**src/rtl/versatile_mem_ctrl_wb_packer.sv**
```systemverilog
// Wishbone B3 slave front end: packs classic/burst cycles into 36-bit egress words
// and returns read data from the ingress FIFO. VMC_PACKER_ADR_CHECK_EN enables address checking.
module versatile_mem_ctrl_wb_packer #(
    parameter int ADR_WIDTH  = 30,
    parameter int LINEAR_LEN = 8
) (
    input  logic                 wb_clk,
    input  logic                 wb_rst,
    input  logic [ADR_WIDTH-1:0] wb_adr_i,
    input  logic [31:0]          wb_dat_i,
    input  logic [3:0]           wb_sel_i,
    input  logic                 wb_we_i,
    input  logic [2:0]           wb_cti_i,
    input  logic [1:0]           wb_bte_i,
    input  logic                 wb_cyc_i,
    input  logic                 wb_stb_i,
    output logic [31:0]          wb_dat_o,
    output logic                 wb_ack_o,
    output logic [35:0]          egr_dat_o,
    output logic                 egr_we_o,
    input  logic                 egr_full_i,
    input  logic [31:0]          igr_dat_i,
    output logic                 igr_rd_o,
    input  logic                 igr_empty_i
);

    typedef enum logic [2:0] {IDLE, WR, PAD, RD, DRAIN} state_t;

    state_t                 state, state_nxt;
    logic [4:0]             words_left, words_left_nxt;
    logic [ADR_WIDTH-1:0]   exp_adr, exp_adr_nxt;
    logic [1:0]             bte_q, bte_nxt;
    logic [4:0]             burst_len;
    logic                   req;
    logic                   adr_ok;
    logic                   short_end;

    function automatic logic [ADR_WIDTH-1:0] adr_advance(input logic [ADR_WIDTH-1:0] adr,
                                                         input logic [1:0] bte);
        logic [ADR_WIDTH-1:0] mask;
        case (bte)
            2'b01:   mask = ADR_WIDTH'(3);
            2'b10:   mask = ADR_WIDTH'(7);
            2'b11:   mask = ADR_WIDTH'(15);
            default: mask = '1;
        endcase
        return (adr & ~mask) | ((adr + ADR_WIDTH'(1)) & mask);
    endfunction

    always_comb begin
        burst_len = 5'd1;
        if (wb_cti_i == 3'b010) begin
            case (wb_bte_i)
                2'b00:   burst_len = 5'(LINEAR_LEN);
                2'b01:   burst_len = 5'd4;
                2'b10:   burst_len = 5'd8;
                default: burst_len = 5'd16;
            endcase
        end
    end

    assign req       = wb_cyc_i & wb_stb_i;
    assign short_end = (wb_cti_i == 3'b111) || (wb_cti_i == 3'b000);
    assign wb_dat_o  = igr_dat_i;

`ifdef VMC_PACKER_ADR_CHECK_EN
    assign adr_ok = (wb_adr_i == exp_adr);
`else
    assign adr_ok = 1'b1;
`endif

    always_comb begin
        state_nxt      = state;
        words_left_nxt = words_left;
        exp_adr_nxt    = exp_adr;
        bte_nxt        = bte_q;
        wb_ack_o       = 1'b0;
        egr_we_o       = 1'b0;
        egr_dat_o      = '0;
        igr_rd_o       = 1'b0;
        case (state)
            IDLE: begin
                egr_dat_o = 36'({wb_adr_i, wb_we_i, wb_bte_i, wb_cti_i});
                if (req && !egr_full_i) begin
                    egr_we_o       = 1'b1;
                    words_left_nxt = burst_len;
                    exp_adr_nxt    = wb_adr_i;
                    bte_nxt        = wb_bte_i;
                    state_nxt      = wb_we_i ? WR : RD;
                end
            end
            WR: begin
                egr_dat_o = {wb_sel_i, wb_dat_i};
                if (!wb_cyc_i || (wb_stb_i && !adr_ok)) begin
                    state_nxt = PAD;
                end else if (wb_stb_i && !egr_full_i) begin
                    wb_ack_o       = 1'b1;
                    egr_we_o       = 1'b1;
                    words_left_nxt = words_left - 5'd1;
                    exp_adr_nxt    = adr_advance(exp_adr, bte_q);
                    if (words_left == 5'd1) state_nxt = IDLE;
                    else if (short_end)     state_nxt = PAD;
                end
            end
            PAD: begin
                if (!egr_full_i) begin
                    egr_we_o       = 1'b1;
                    words_left_nxt = words_left - 5'd1;
                    if (words_left == 5'd1) state_nxt = IDLE;
                end
            end
            RD: begin
                if (!wb_cyc_i || (wb_stb_i && !adr_ok)) begin
                    state_nxt = DRAIN;
                end else if (wb_stb_i && !igr_empty_i) begin
                    wb_ack_o       = 1'b1;
                    igr_rd_o       = 1'b1;
                    words_left_nxt = words_left - 5'd1;
                    exp_adr_nxt    = adr_advance(exp_adr, bte_q);
                    if (words_left == 5'd1) state_nxt = IDLE;
                    else if (short_end)     state_nxt = DRAIN;
                end
            end
            DRAIN: begin
                if (!igr_empty_i) begin
                    igr_rd_o       = 1'b1;
                    words_left_nxt = words_left - 5'd1;
                    if (words_left == 5'd1) state_nxt = IDLE;
                end
            end
            default: state_nxt = IDLE;
        endcase
    end

    always_ff @(posedge wb_clk or posedge wb_rst) begin
        if (wb_rst) begin
            state      <= IDLE;
            words_left <= '0;
            exp_adr    <= '0;
            bte_q      <= '0;
        end else begin
            state      <= state_nxt;
            words_left <= words_left_nxt;
            exp_adr    <= exp_adr_nxt;
            bte_q      <= bte_nxt;
        end
    end

endmodule
```
**config.mk**
```make
export PLATFORM = sky130hd
export DESIGN_NAME = versatile_mem_ctrl_wb_packer
export DESIGN_NICKNAME = d
export VERILOG_FILES = /design/src/rtl/versatile_mem_ctrl_wb_packer.sv
export SDC_FILE = /design/constraint.sdc
export NUM_CORES = 1
export LEC_CHECK = 0
export ABC_AREA = 1
export BUFFER_PORTS_ARGS = -buffer_cell sky130_fd_sc_hd__buf_2
export CORE_MARGIN = 4
export CORE_UTILIZATION = 31
export DETAILED_ROUTE_END_ITERATION = 6
export PLACE_DENSITY = 0.78
export SETUP_SLACK_MARGIN = 0.3
export SLEW_MARGIN = 20
export SYNTH_ARGS = -nofsm -noshare
export SYNTH_HDL_FRONTEND = slang
export SYNTH_SLANG_ARGS = --single-unit
```
**constraint.sdc**
```tcl
create_clock -name wb_clk -period 2.5 [get_ports wb_clk]
set_input_delay 0.375 -clock wb_clk [delete_from_list [all_inputs] [get_ports wb_clk]]
set_output_delay 0.375 -clock wb_clk [all_outputs]
set_load 0.05 [all_outputs]
```
==> impl_metrics.toml <==
[placement]
hpwl_mm = 3.940
place.port_buffers = 116
place_inst = 394
globalplace.congestion = 0.9132
pre_cts_ws_ns = 0.5023

[worst_setup_path]
crit_path_max_fanout = 37
cp_cell_sequence = "nor2_2 > buf_4 > nand3_1 > o21ai_0 > buf_2"
crit_required_ns = 2.12
end_kind = "primary output"
slowest_stage = "dfrtp_1"
slowest_delay_ns = 0.45
start_kind = "register"
arrival_ns = 1.76
crit_type = "reg2out"
crit_family = "buffers and inverters"
cp.buffers_inverters = 2

[finish]
area_delta_synth_final_pct = 28.90
layout-drive-gt1-share = 0.3855
n_antenna_cell = 0
final_common_cell = "buf_2"
finalNetCount = 459
fin_util = 0.4231
stdcell_count = 397
fillers = 499
multi_input_area_um2 = 897.1
final_cell_mix = "buf_2 (116), nand2_1 (97), nand3_1 (49), inv_1 (19), o21ai_0 (14)"
ff_latch_area_um2 = 200.2

[pwr]
pwr-share-seq = 0.068
p_clk_frac = 0.045
totalPowerFinal_mw = 3.540
power_density_nw_per_um2 = 1883
p_switching_mw = 2.552
p_comb_frac = 0.887
intPower_uw = 988.4
leakage_nw = 1.207
p_sw_frac = 0.7208
ir_drop_mv = 0.7319

[detailed_routing]
drc = 0
vias = 1900
viasPerCell = 4.786
drt_iter0_drc = 60
routedWlPerCell_um = 12.44
ant_nets = 0
first_pass_iters = 4
wl_mm = 4.940

[sta]
clock.fmax_mhz = 469.5
skew_ns = 0.008113
finalHoldViolCount = 0
tns_ns = 0
worst_slew_pin_slew_ns = 0.4505
fin_crit_ns = 2.130
finalCritPeriodShare = 0.8520
slew_viol_final = 0
rsz0062_at_grt = "true"
setup_viol_count_final = 0
fin_ws_ns = 0.3699
max_slew_margin = 0.6973

[yosys]
syn_inst = 267
synthesis.nets = 379
yosys_warnings = 0
synth_seq_cells = 8
synth_seq_area_share = 0.1372
synth.area.top_cells = "nand2_1 (25%), nand3_1 (17%), buf_4 (16%)"
synth_area_per_cell_um2 = 5.464
netlist.area_leader.share = 0.2496
synth_area_um2 = 1459
yosysUniqueCellTypes = 24
synth_top_area_cell = "nand2_1"

[cts]
clk_latency_ns = 0.24
cts-root-buf = "clkbuf_8"
htree_levels = 1
numCtsBuffers = 3
cts_tree = "done"
cts_sinks = 8
cts_resized = 1
clk_pin_slew_ns = 0.04
cts_max_path_buffers = 2
cts_hold_buf = 0
post_cts_buffers = 0

[floorplan]
die_area_um2 = 5868
core_um2 = 4444
ios = 181
fp.dieH_um = 76.60
row_count = 24
dieWidth_um = 76.60
initial_core_util = 0.3283

[global_route]
grt_usage = 0.1634
grt_max_degree = 43
grt_pass1_vias = 1789
antenna_found_initial = 0
grt_first_pass_wirelength_mm = 8.197
overflow = 0

[job]
cap_violations = 0

[status]
status = "complete, no violations"

[hold_path]
min_path_type = "in2async"
cells in the mapped netlist, drive strengths merged:
cell type,instances
ha,2
o21a,1
nand4,1
xnor2,1
nor2,17
nand3,49
o32ai,1
o211ai,1
o21ai,15
clkbuf,6
dfrtp,8
a21oi,3
nor3,1
buf,37
inv,21
o22ai,1
nand2,102
cell type report:
| cell class | count | share of cell area |
|---|---|---|
| Clock buffer | 3 | 0.02196 |
| Inverter | 21 | 0.04325 |
| Multi-Input combinational cell | 195 | 0.4770 |
| Sequential cell | 8 | 0.1065 |
| Tap cell | 52 | 0.03460 |
| Timing Repair Buffer | 118 | 0.3167 |
sequential cells by signal (all words and copies together) (netlist names):
name        flops
words_left      5
state           3
stage by stage:
step	hold WS, ns	instance area (um2)
finish	0.07865	1881
global route	0.1058	1881
CTS	0.08434	1881
detailed placement	0.3369	1837
global placement	0.3336	1837
floorplan	0.1907	1466
power by group through the flow:
stage               sequential (mW)  clock, mW  combinational [mW]
detailed placement            0.241          0                3.15
finish                        0.241      0.159                3.14
global placement              0.238          0                3.14
floorplan                     0.239          0                2.65
CTS                           0.240      0.163                3.16
global route                  0.249      0.166                3.43
worst paths after layout:
check / from / to / slack (ns) / cells after the start
min in group wb_clk: words_left[1]$_DFFE_PP0P_ / words_left[1]$_DFFE_PP0P_ / 0.47 / 2
min: wb_rst / words_left[1]$_DFFE_PP0P_ / 0.08 / 2
max: state[2]$_DFFE_PP0P_ / egr_dat_o[0] / 0.37 / 5
min reg2reg: words_left[1]$_DFFE_PP0P_ / words_left[1]$_DFFE_PP0P_ / 0.47 / 2
max in group asynchronous: wb_rst / state[2]$_DFFE_PP0P_ / 2.18 / 2
max reg2reg: state[2]$_DFFE_PP0P_ / words_left[3]$_DFFE_PP0P_ / 0.80 / 8
per-layer routing:
metal	routed length [um]	share of wire	global-route usage	vias to the layer above
li1	-	-	-	980
met1	1978	0.40	0.1807	813
met2	2401	0.49	0.2917	97
met3	477	0.097	0.05437	10
met4	82	0.017	0.05435	0
met5	0	0	0	-
logic make-up (layout without fill, tap and decap cells):
family,count (synthesis),after routing,synth area share
simple gates,170,170,0.5043
fa+ha+maj,2,2,0.01715
flops,8,8,0.1372
xor+xnor,1,1,0.006005
buf+inv,64,142,0.2530
compound gates,22,22,0.08234
(Power assumes the default switching activity.)
